==> src/rtl/datapath_pkg.sv <==
// Shared integer-datapath definitions: widths and ALU opcodes.
package datapath_pkg;

    localparam int DATA_W = 32;
    localparam int REG_AW = 5;

    // ALU opcodes, shared with the ALU itself.
    localparam logic [2:0] ADD = 3'd0;
    localparam logic [2:0] SUB = 3'd1;
    localparam logic [2:0] AND = 3'd2;
    localparam logic [2:0] OR  = 3'd3;
    localparam logic [2:0] XOR = 3'd4;
    localparam logic [2:0] SLT = 3'd5;

endpackage

==> src/rtl/regfile_2r1w.sv <==
// 32 x 32 register file: two combinational read ports, one clocked write port.
// x0 is hard-wired to zero; a same-cycle write to a read index is bypassed.
module regfile_2r1w
    import datapath_pkg::*;
(
    input  logic              clk,
    input  logic              rst_n,
    input  logic [REG_AW-1:0] ra1,
    output logic [DATA_W-1:0] rd1,
    input  logic [REG_AW-1:0] ra2,
    output logic [DATA_W-1:0] rd2,
    input  logic              we,
    input  logic [REG_AW-1:0] wa,
    input  logic [DATA_W-1:0] wd
);

    logic [DATA_W-1:0] mem [1 << REG_AW];

    // Clocked write; x0 is never written so it stays zero.
    always_ff @(posedge clk or negedge rst_n) begin
        if (!rst_n) begin
            for (int i = 0; i < (1 << REG_AW); i++) begin
                mem[i] <= '0;
            end
        end else if (we && (wa != '0)) begin
            mem[wa] <= wd;
        end
    end

    // Read port 1 with x0 forcing and write-through bypass.
    always_comb begin
        rd1 = mem[ra1];
        if (ra1 == '0) begin
            rd1 = '0;
        end else if (we && (wa == ra1)) begin
            rd1 = wd;
        end
    end

    // Read port 2 with x0 forcing and write-through bypass.
    always_comb begin
        rd2 = mem[ra2];
        if (ra2 == '0) begin
            rd2 = '0;
        end else if (we && (wa == ra2)) begin
            rd2 = wd;
        end
    end

endmodule

==> src/rtl/alu_operand_stage.sv <==
// Operand stage ahead of the ALU: register file, EX/WB forwarding,
// immediate select and a valid/ready output register feeding the ALU.
//
// Handshake: a transfer in happens when InValid && InReady && !Flush.
// InReady = !OutValid || OutReady (Flush does not affect it). A transfer out
// happens when OutValid && OutReady. While OutValid && !OutReady every output
// holds. Flush drops both the held and the incoming instruction.
module alu_operand_stage
    import datapath_pkg::*;
(
    input  logic              clk,
    input  logic              rst_n,
    input  logic              InValid,
    output logic              InReady,
    input  logic [REG_AW-1:0] Rs1,
    input  logic [REG_AW-1:0] Rs2,
    input  logic [REG_AW-1:0] Rd,
    input  logic [DATA_W-1:0] Imm,
    input  logic              ALUSrc,
    input  logic [2:0]        ALUControlIn,
    input  logic              RegWriteIn,
    input  logic              Flush,
    output logic              OutValid,
    input  logic              OutReady,
    output logic [DATA_W-1:0] SrcA,
    output logic [DATA_W-1:0] SrcB,
    output logic [2:0]        ALUControl,
    output logic [REG_AW-1:0] RdOut,
    output logic              RegWriteOut,
    input  logic [DATA_W-1:0] ALUResult,
    input  logic              WbEn,
    input  logic [REG_AW-1:0] WbAddr,
    input  logic [DATA_W-1:0] WbData
);

    logic [DATA_W-1:0] rf_rd1;
    logic [DATA_W-1:0] rf_rd2;
    logic [DATA_W-1:0] op_a;
    logic [DATA_W-1:0] op_b;
    logic [DATA_W-1:0] src_b_next;
    logic              accept;

    regfile_2r1w u_regfile (
        .clk   (clk),
        .rst_n (rst_n),
        .ra1   (Rs1),
        .rd1   (rf_rd1),
        .ra2   (Rs2),
        .rd2   (rf_rd2),
        .we    (WbEn),
        .wa    (WbAddr),
        .wd    (WbData)
    );

    // Operand priority: x0, then the instruction in the ALU, then writeback,
    // then the register file. ALUResult only reaches flop D inputs here.
    function automatic logic [DATA_W-1:0] resolve(
        input logic [REG_AW-1:0] rs,
        input logic [DATA_W-1:0] rf_val
    );
        if (rs == '0) begin
            return '0;
        end else if (OutValid && RegWriteOut && (RdOut == rs)) begin
            return ALUResult;
        end else if (WbEn && (WbAddr == rs)) begin
            return WbData;
        end
        return rf_val;
    endfunction

    // Resolve both operands and apply the immediate select.
    always_comb begin
        op_a       = resolve(Rs1, rf_rd1);
        op_b       = resolve(Rs2, rf_rd2);
        src_b_next = ALUSrc ? Imm : op_b;
    end

    assign InReady = !OutValid || OutReady;
    assign accept  = InValid && InReady && !Flush;

    // Output pipeline register: load on accept, drain on OutReady, kill on Flush.
    always_ff @(posedge clk or negedge rst_n) begin
        if (!rst_n) begin
            OutValid    <= 1'b0;
            SrcA        <= '0;
            SrcB        <= '0;
            ALUControl  <= ADD;
            RdOut       <= '0;
            RegWriteOut <= 1'b0;
        end else if (Flush) begin
            OutValid <= 1'b0;
        end else if (accept) begin
            OutValid    <= 1'b1;
            SrcA        <= op_a;
            SrcB        <= src_b_next;
            ALUControl  <= ALUControlIn;
            RdOut       <= Rd;
            RegWriteOut <= RegWriteIn;
        end else if (OutReady) begin
            OutValid <= 1'b0;
        end
    end

endmodule

==> config.mk <==
export PLATFORM = sky130hd
export DESIGN_NAME = alu_operand_stage
export DESIGN_NICKNAME = d
export VERILOG_FILES = /design/src/rtl/datapath_pkg.sv /design/src/rtl/regfile_2r1w.sv /design/src/rtl/alu_operand_stage.sv
export SDC_FILE = /design/constraint.sdc
export NUM_CORES = 2
export LEC_CHECK = 0
export ABC_AREA = 1
export ABC_CLOCK_PERIOD_IN_PS = 1900
export BUFFER_PORTS_ARGS = -buffer_cell sky130_fd_sc_hd__buf_4
export CORE_MARGIN = 1
export CORE_UTILIZATION = 30
export DETAILED_ROUTE_END_ITERATION = 7
export HOLD_SLACK_MARGIN = 0.05
export PLACE_DENSITY_LB_ADDON = 0.25
export SLEW_MARGIN = 10
export SYNTH_ARGS = -nofsm -noshare
export SYNTH_HDL_FRONTEND = slang
export SYNTH_SLANG_ARGS = --single-unit
==> constraint.sdc <==
create_clock -name clk -period 1.9 [get_ports clk]
set_clock_uncertainty 0.15 [all_clocks]
set_input_delay 0.285 -clock clk [delete_from_list [all_inputs] [get_ports clk]]
set_output_delay 0.285 -clock clk [all_outputs]
set_load 0.05 [all_outputs]
# After elaboration in Yosys (flattened, before gate mapping)
# Cells that the tools add are included.
# word_totals
reg_bits	1098
input_bits	127
out_inout_bits	75
elab_cells	98
# classes
magnitude_cmp	4
n_eq_ne	4
mux	31
n_bitwise	4
n_reduce_logical	17
# ops
op	n
$bwmux 1024	1
$mux 32	18
$bmux 32 s5	2
$demux 32 s5	1
$eq 5x5->1	4
$ge 6x6->1 const B	3
$not 5->6	3
$logic_not 5->1	2
$logic_and 1x1->1	9
$mux 1	9
$lt 6x1->1 const B	1
$reduce_bool 5->1	1
$reduce_bool 3->1	1
$logic_not 1->1	2
$reduce_and 2->1	1
$logic_or 1x1->1	1
$not 1->1	1

# Logic depth before layout (Yosys ltp)
# depth
word_depth	8
ltp_mapped	15
mapped_depth_nobuf	12

# By module
# A second synthesis with hierarchy kept.
# hier_totals
hier_cells	9707
area_unflattened_um2	64713.3
# by_module_without_submodules
module	n_inst	cells_each	area_each_um2	seq_area_each_um2
regfile_2r1w	1	8781	59129.2	25624.6
alu_operand_stage	1	926	5584.1	1851.8

# Worst setup path after synthesis
# No wires, ideal clock.
# synth_timing
kind	register -> register
start	register RdOut[2]
end	register SrcB[30]
arrival_ns	1.796
required_ns	1.628
path_slack_ns	-0.168
path_stages_with_launch	8
path_cell_list	dfrtp_1 xnor2_1 o2111ai_1 nor2_1 clkbuf_1 a21oi_1 nand2_1 a21oi_1
# synth_between
elab_chain_cells	6
elab_cells_between_ends	8
cone_classes	eq/ne (1); mux (6); reduce/logical (1)
# synth_rtl
item	line_no	rtl
from (decl)	alu_operand_stage.sv:28	output logic [REG_AW-1:0] RdOut,
from (signal assigned)	alu_operand_stage.sv:97	RdOut <= Rd;
$eq 5x5->1 (*)	alu_operand_stage.sv:63	end else if (OutValid && RegWriteOut && (RdOut == rs)) begin
$logic_and 1x1->1 (*)	alu_operand_stage.sv:63	
$mux 32 or $mux 1 (tied branches)	alu_operand_stage.sv:63	
$mux 32 or $mux 1 (tied branches)	alu_operand_stage.sv:61	if (rs == '0) begin
$mux 32 (*)	alu_operand_stage.sv:68	return rf_val;
$mux 32 (*)	alu_operand_stage.sv:75	src_b_next = ALUSrc ? Imm : op_b;
to (signal assigned)	alu_operand_stage.sv:95	SrcB <= src_b_next;
to (decl)	alu_operand_stage.sv:26	output logic [DATA_W-1:0] SrcB,
# Every way passes the cells marked *; elsewhere a longest branch is shown, timed or not.
# A chain may end at the register's enable or synchronous reset.

# Final worst setup path
# layout_timing
start	register OutValid
end	output port InReady
# layout_between
elab_chain_cells	2
# layout_rtl
item	line_no	rtl
from (decl)	alu_operand_stage.sv:23	output logic OutValid,
from (signal assigned)	alu_operand_stage.sv:84	OutValid <= 1'b0;
from (signal assigned)	alu_operand_stage.sv:91	OutValid <= 1'b0;
from (signal assigned)	alu_operand_stage.sv:93	OutValid <= 1'b1;
$logic_not 1->1	alu_operand_stage.sv:78	assign InReady = !OutValid || OutReady;
$logic_or 1x1->1	alu_operand_stage.sv:78	
to (decl)	alu_operand_stage.sv:14	output logic InReady,
# Every way passes these cells.

==> qor.txt <==
Via count = 65,200
Drt via density = 5.43
Routability cong. = 0.931
Antenna violations before repair = 8
# IOs = 202
Starting Density = 0.303
Synthesized flop and latch total = 1,098
Synth warn = 0
Post-route core utilization = 0.390
Multi-input logic area = 0.0294 mm^2
Drt pass-1 iters = 8
Origin of the critical flop-to-flop path = RdOut[0]
Vias in the first global route = 60,800
Synthesized cell area = 0.0607 mm^2
Detailed placement HPWL = 192 mm
First-pass GRT wire length = 417 mm
Max FO, Critical Path = 2
Minimum clock period = 2.02 ns
Worst path slowest cell = dfrtp_2
Power per cell area = 946 mW/mm^2
Share of cells above drive strength 1 = 0.149
RSZ-0062 raised after global routing = true
Final Max Tran Viols = 0
Remaining DRCs = 1
Max incr delay on CP = 0.41 ns
Leakage power = 36.4 nW
Clk slew on worst S/H paths = 0.07 ns
Endpoint type of the worst setup path = primary output
Die height = 452 um
GRT Util Overall = 0.272
Post-Synthesis Cells = 8,824
Fin worst setup slack = -0.124 ns
WP data required = 1.46 ns
Worst-Margin Slew = 0.576 ns
Sink Count = 1,098
Max IR drop VDD = 0.807 mV
Total CTS buffers = 119
Max frequency = 494 MHz
CTS H-tree lvls = 3
DR WL/cell = 23.8 um
Placeable Area = 0.200 mm^2
Hold WS = 0.0767 ns
Critical-path cell list = buf_6, inv_4, nor2_4, inv_2, buf_8
FILL cells = 20,600
Post-synth EDFFs = 0
Site Rows = 164
Crit share post-route = 1.07
Buf/Inv on CP = 4
Sequential cell area = 0.0275 mm^2
Final Hold Viols = 0
Synthesized area per cell = 6.88 um^2
Number of cells after detailed placement = 11,600
Port buffer count = 201
Violated checks = DRC, setup timing
Final Setup Violations = 37
Clock Tree Root = clkbuf_16
Largest delay share family, worst path = flip-flops
Kind of critical path = flip-flop to primary output
Largest net degree at the start of global routing = 74
CTS tree = built
Drt initial violations = 8,904
Seq/Total Area, Yosys = 0.453
Status = complete, but fails checks
Post-route ant nets = 0
Post-synth top flop = dfrtp_1
Clock buffer depth = 3
Layout net count = 9,378
Final instance area = 0.0781 mm^2
Post-route insts no fill = 12,000
Number of library cell types mapped by synthesis = 30
Total of max-cap violations = 0
R2r setup slk = -0.08 ns
Post-synth ARST share = 1.00
Chip Width = 452 um
Area of the die = 0.204 mm^2
Drt total wl = 286 mm
Dpl cell area = 0.0713 mm^2
Max-slew headroom = 0.616
Arr. time, crit path = 1.59 ns
Grt ovf = 0
Crit path launch = OutValid
Clock Latency Late Sink = 0.79 ns
Synth Net Count = 8,951
Hold/Removal Path Class = primary input to async pin
Area Overhead vs Synth = 28.7%
Worst setup SP type = flip-flop
-- kinds of logic after synthesis --
logic type                after synthesis  share of synthesized area
AOI/OAI and AO/OA                    1595                      0.135
DFF                                  1098                      0.453
xor gates and xnor gates                6                   0.000865
buffers and inverters                1191                     0.0759
and+or+nand+nor                      4934                      0.336
-- state kept, by name, indices dropped and copies added (netlist names) --
signal and cells:
ALUControl 3, OutValid 1, RdOut 5, RegWriteOut 1, SrcA 32, SrcB 32, u_regfile.mem 1024
-- placed cells by master, fill, tap and decap left out, types with 10 or more instances in the layout --
cell / Yosys / final
clkbuf_1: 598 / 22
dfrtp_1: 1098 / 1074
nor2_4: 0 / 33
nand4_1: 84 / 84
nand2_4: 0 / 10
nor2_1: 526 / 483
buf_8: 0 / 20
bufinv_16: 0 / 14
dfrtp_2: 0 / 24
o21ai_0: 1093 / 1088
a31oi_1: 12 / 12
a21oi_2: 0 / 55
buf_4: 0 / 654
a21oi_1: 349 / 288
inv_1: 399 / 391
buf_6: 0 / 38
clkbuf_16: 0 / 128
clkinv_2: 0 / 20
dlygate4sd3_1: 0 / 113
nand2_2: 8 / 40
nand3_1: 1218 / 1216
nand2_1: 3068 / 3026
inv_2: 9 / 10
o211ai_1: 54 / 54
o2111ai_1: 13 / 12
o21ai_1: 65 / 68
nor2_2: 3 / 13
buf_12: 0 / 246
clkbuf_8: 0 / 34
-- area by class of cell --
type	count	share of cell area
sequential	1098	0.352
clock inverter	42	0.00802
clock buffer	177	0.0458
tap	2656	0.0425
timing repair buffer	1085	0.154
antenna	2	0.0000641
inverter	412	0.0203
multi-input combinational	6535	0.377
-- final timing paths --
check,end,cells past startpoint
setup / recovery,InReady,5
hold reg to reg,u_regfile.mem[1003],0
hold / removal,u_regfile.mem[327],3
setup reg to reg,SrcB[14],10
min in group clk,u_regfile.mem[68],6
max in group asynchronous,u_regfile.mem[76],3
-- worst min-delay path, stage by stage --
cell           delay (ns)
dlygate4sd3_1        0.56
buf_8                0.26
buf_12               0.28
-- cell usage after synthesis (all sizes together) (2+ instances only) --
library cell / instances / area [um^2]
or2: 7 / 43.8
nor2: 529 / 1990
dfrtp: 1098 / 27500
and3: 5 / 31.3
o211a: 2 / 20.0
clkbuf: 598 / 2240
a21oi: 349 / 1750
nand2: 3076 / 11600
buf: 181 / 818
o211ai: 54 / 405
nand3: 1218 / 6100
o2111ai: 13 / 114
xnor2: 5 / 43.8
o22ai: 5 / 31.3
inv: 408 / 1530
a31oi: 12 / 75.1
nor3: 14 / 100
o21ai: 1158 / 5800
clkinv: 4 / 15.0
nand4: 84 / 526
-- per-stage QoR --
step,power [mW],TNS (ns),setup WS [ns]
after detailed placement,47.8,-46.24,-0.776
final,73.9,-1.26,-0.124
after CTS,73.7,-0.742,-0.160
after floorplan,40.6,0,0.0110
after global placement,47.5,-43.12,-0.783
after global routing,77.5,-4.81,-0.158
-- repair_timing --
action	4_1_cts	5_1_grt
gates resized for setup	96	176
gates cloned	6	8
hold buffers	113	0
buffers inserted	15	11
endpoints found under the setup margin	91	75
hold endpoints to repair	1832	0
pin swaps	16	99
-- where the power goes --
group	switching [mW]	total, mW	internal [mW]
sequential	3.48	31.3	27.8
clock	10.6	25.4	14.9
combinational	10.6	17.2	6.62
total	24.6	73.9	49.3
-- layer usage --
metal / vias to the layer above / wire (um) / track usage
met5: - / 40 / 0
met4: 6 / 12700 / 0.113
met3: 680 / 27900 / 0.0506
met2: 3687 / 127000 / 0.424
met1: 31200 / 118000 / 0.368
li1: 29600 / - / -
No activity file was read; power rests on OpenSTA's default activity.
